**config.mk**
```make
export PLATFORM = sky130hd
export DESIGN_NAME = sync_mod_counter
export DESIGN_NICKNAME = d
export VERILOG_FILES = /design/src/rtl/sync_mod_counter.sv
export SDC_FILE = /design/constraint.sdc
export NUM_CORES = 1
export LEC_CHECK = 0
export CAP_MARGIN = 20
export CORE_AREA = 3 3 40 42
export CTS_BUF_LIST = sky130_fd_sc_hd__clkbuf_16
export DETAILED_ROUTE_END_ITERATION = 8
export DIE_AREA = 0 0 43 45
export GPL_ROUTABILITY_DRIVEN = 0
export PLACE_DENSITY = 0.67
export SLEW_MARGIN = 15
export SYNTH_ARGS = -nofsm -noshare
export SYNTH_HDL_FRONTEND = slang
export SYNTH_SLANG_ARGS = --single-unit
```
**constraint.sdc**
```tcl
create_clock -name clk -period 1.7 [get_ports clk]
set_clock_uncertainty 0.1 [all_clocks]
set_input_delay 0.255 -clock clk [delete_from_list [all_inputs] [get_ports clk]]
set_output_delay 0.255 -clock clk [all_outputs]
set_load 0.02 [all_outputs]
```
**src/rtl/sync_mod_counter.sv**
```systemverilog
// Synchronous modulo counter: up/down, parallel load, clear, enable prescaler,
// wrap-or-saturate at the limits, with terminal-count and overflow status.
module sync_mod_counter #(
    parameter int WIDTH    = 4,
    parameter int MODULUS  = 16,
    parameter int SATURATE = 0,
    parameter int PRESCALE = 1
) (
    input  logic             clk,
    input  logic             reset,
    input  logic             en,
    input  logic             up_dn,
    input  logic             load,
    input  logic [WIDTH-1:0] load_val,
    input  logic             clear,
    input  logic             ovf_clr,
    output logic [WIDTH-1:0] q,
    output logic             tc,
    output logic             wrap,
    output logic             ovf_sticky
);

    // MODULUS-1 held in WIDTH bits, so MODULUS = 2**WIDTH becomes all-ones.
    localparam logic [WIDTH-1:0] MAX = WIDTH'(MODULUS - 1);

    logic step;
    logic at_max;
    logic at_min;
    logic hit_limit;

    generate
        if (PRESCALE > 1) begin : g_pre
            localparam int PW = $clog2(PRESCALE);
            localparam logic [PW-1:0] LAST = PW'(PRESCALE - 1);
            logic [PW-1:0] pre_cnt;

            // NOTE: sequential state uses non-blocking assignments so every
            // register samples the pre-edge values of its neighbours.
            always_ff @(posedge clk) begin
                if (reset || clear || load) begin
                    pre_cnt <= '0;
                end else if (en) begin
                    pre_cnt <= (pre_cnt == LAST) ? '0 : pre_cnt + 1'b1;
                end
            end

            assign step = en && (pre_cnt == LAST);
        end else begin : g_no_pre
            assign step = en;
        end
    endgenerate

    assign at_max    = (q == MAX);
    assign at_min    = (q == '0);
    assign tc        = up_dn ? at_max : at_min;
    // A step that reaches past a limit flags overflow whether it wraps or holds.
    assign hit_limit = step && !clear && !load && (up_dn ? at_max : at_min);

    always_ff @(posedge clk) begin
        if (reset) begin
            q          <= '0;
            wrap       <= 1'b0;
            ovf_sticky <= 1'b0;
        end else begin
            // NOTE: wrap is defaulted low here so it can only ever be a
            // single-cycle pulse; the branches below only raise it.
            wrap <= 1'b0;
            if (clear) begin
                q <= '0;
            end else if (load) begin
                q <= (load_val > MAX) ? MAX : load_val;
            end else if (step) begin
                if (up_dn) begin
                    if (!at_max) begin
                        q <= q + 1'b1;
                    end else if (SATURATE == 0) begin
                        q    <= '0;
                        wrap <= 1'b1;
                    end
                end else begin
                    if (!at_min) begin
                        q <= q - 1'b1;
                    end else if (SATURATE == 0) begin
                        q    <= MAX;
                        wrap <= 1'b1;
                    end
                end
            end
            // Set beats clear when both happen on the same edge.
            ovf_sticky <= hit_limit | (ovf_sticky & ~ovf_clr);
        end
    end

endmodule
```
==> summary.txt <==
Status
  • Status: complete, no violations

Critical path
  • CP endpoint kind: output pin
  • Critical Path Max Stage Delay: 0.36 ns
  • Critical-path cell list: ha_4 -> and4_1 -> or2_4 -> buf_6
  • FF-to-FF Start: q[3]
  • Worst-path fanout max: 4
  • CP max stage cell: dfxtp_4
  • Crit Path Category: flop to output pin
  • Worst path required time: 1.34 ns
  • Worst Setup SP: q[0]
  • Worst setup SP type: flop
  • CP arrival: 1.32 ns

Clock network
  • Post CTS Setup Buffer Count: 0
  • Clk root buf: clkbuf_16
  • TritonCTS clock tree: built
  • CTS Buf Count: 3
  • # H-tree levels: 1
  • Worst-skew pair later-pin latency: 0.23 ns
  • CTS clock-pin slew for the worst setup and hold paths: 0.03 ns
  • Clk buf depth: 2
  • Total clock sinks: 6
  • CTS Hold Buffers Added: 0

GRT
  • Gr ovfl total: 0
  • Total Routing Usage GR: 0.138
  • Busiest grt layer: met2
  • Largest net degree at the start of global routing: 9
  • Vias in the first global route: 433
  • Initial antenna violation count: 0
  • First-pass GRT wire length: 1930 um
  • GR Layer Usage met3: 0.0239
  • GR Layer Usage met1: 0.159
  • GRT met2 Usage: 0.219

Cells and area
  • Filler cell count: 119
  • Layout Cells excl Fill: 90
  • Nets: 90
  • Share of layout cells above drive strength 1: 0.360
  • Area growth syn-to-layout: 101%
  • Diode count: 0

STA
  • Worst slew margin: 0.849
  • Peak Freq: 0.598 GHz
  • Fin. max-slew vios: 0
  • Hold Fails Final Rpt: 0
  • Final setup margin: 0.0287 ns
  • Post-route minimum period: 1.67 ns
  • Final worst path period share: 0.983
  • Worst slew pin tran: 0.225 ns
  • RSZ-0062 raised after global routing: yes
  • Final Setup Violations: 0

Min path
  • Min-delay src: ovf_sticky
  • Hold WC Path Type: flop to flop

Logic synthesis
  • Synth Register Bits: 6
  • Most common cell in the netlist: dfxtp_1
  • Synth Instances: 47
  • Number of synthesized flops with an enable pin: 0
  • Post-Syn Nets: 60
  • Yosys top cell by area: dfxtp_1
  • Synth top area share: 0.302
  • Synthesis Warnings: 0
  • Main synth FF type: dfxtp_1
  • Synthesized area: 398 um2
  • Most instantiated cells after synthesis: dfxtp_1 (6), nor2_1 (4), a21oi_1 (3), inv_1 (3), xnor2_1 (3)
  • Ys async rst share: 0
  • Largest cells by area after synthesis: dfxtp_1 (30%), xnor2_1 (6.6%), ha_1 (6.3%), a21oi_1 (3.8%), nor2_1 (3.8%)
  • Unique cell type count in the Yosys netlist: 27
  • Register area share after synthesis: 0.302
  • Mean Syn Cell Area: 8.47 um2

Power
  • Peak VDD IR: 558 uV
  • Combinational power share: 0.202
  • Net Sw Power: 141 uW
  • Switch share: 0.210
  • Clock share of power: 0.569
  • P_int: 529 uW
  • Leak: 0.000375 uW
  • PwrDens: 839 nW/um2
  • Sequential power share: 0.229

Run
  • Max-cap violations: 0

Route
  • Drt first pass iters: 3
  • Post-DR wirelength/cell: 12.4 um
  • Vias: 442
  • 1st-iter DRT viols: 4
  • Number of remaining DRC errors: 0
  • Detail Route Antenna Nets: 0
  • Final WL: 1120 um
  • Via density: 4.91

Placement
  • Post-DP HPWL: 825 um
  • Port-buffer cells: 17
  • Dpl ws: -0.466 ns
  • Dpl cells: 87

Floorplan
  • Core area: 1280 um2
  • DIE AREA: 1940 um2
  • Number of primary I/O pins: 18
  • Initial Utilization: 0.310
  • Die width: 43 um
  • Die height: 45 um
  • Number of cell rows: 13
-- area by class of cell --
cell class              instances  area, um2  area share
well taps                      15       18.8      0.0235
repair buffers                 26        249       0.311
multi-input cells              36        312       0.390
flip-flops and latches          6        130       0.163
inverters                       4       15.0      0.0188
clock buffers                   3       75.1      0.0939
-- per-layer routing --
| metal | vias up | part of all wire |
|---|---|---|
| li1 | 227 | - |
| met1 | 197 | 0.41 |
| met2 | 13 | 0.49 |
| met3 | 5 | 0.062 |
| met4 | 0 | 0.032 |
| met5 | - | 0 |
-- power groups by stage --
stage	registers (uW)	logic, uW	clock network, uW
after floorplan	163	46.6	0
after global placement	154	120	0
after detailed placement	154	121	0
after CTS	152	129	389
after global routing	154	148	404
final	153	135	382
-- cell families (layout without fill, tap and decap cells) --
logic type / after synthesis / in the layout / synth area share
AO/OA/AOI/OAI: 12 / 12 / 0.223
XOR/XNOR: 3 / 3 / 0.0660
adder cells (fa/ha/maj): 2 / 2 / 0.0629
buffers and inverters: 5 / 33 / 0.0471
flip-flops: 6 / 6 / 0.302
multiplexers: 2 / 2 / 0.0535
AND/OR/NAND/NOR: 17 / 17 / 0.245
-- sequential cells by signal, indices dropped and copies added, names as in the netlist --
register	count
ovf_sticky	1
q	4
wrap	1
-- metrics by stage --
step            util  area [um2]  total power, uW  setup TNS [ns]  hold WS (ns)
6_report       0.622         800              670               0         0.382
3_5_place_dp   0.507         652              275          -0.548         0.380
5_1_grt        0.622         800              706        -0.00565         0.435
2_1_floorplan      -         399              209               0         0.224
4_1_cts        0.597         767              670               0         0.388
3_3_place_gp   0.507         652              274          -0.484         0.370
-- final timing paths --
kind,to,slack (ns),cells after the start
worst min register to register,ovf_sticky,0.38,2
worst min-delay path,ovf_sticky,0.38,2
worst max-delay path,tc,0.03,4
worst max register to register,q[3],0.06,4
-- what timing repair did --
action | in CTS | in global routing
gates resized for setup | 17 | 9
endpoints found under the hold margin | 0 | 0
pin swaps | 0 | 3
gates cloned | 0 | 0
endpoints found under the setup margin | 1 | 4
-- worst max-delay path: cells and delay by family, from the launching register on --
kind / cells / cell delay, ns
DFF: 1 / 0.36
buffers and inverters: 1 / 0.13
adders and majority gates: 1 / 0.16
and+or+nand+nor: 2 / 0.44
-- cell usage in the layout, fill, tap and decap left out, drive strengths merged, types with 2 or more instances in the layout --
cell	instances
clkdlybuf4s50	12
buf	10
dfxtp	6
nor2	4
inv	4
xnor2	3
a21oi	3
clkbuf	3
dlymetal6s2s	3
nand2	2
nand2b	2
o21ai	2
nor3	2
o21bai	2
ha	2
Power figures use the tool's default switching activity.
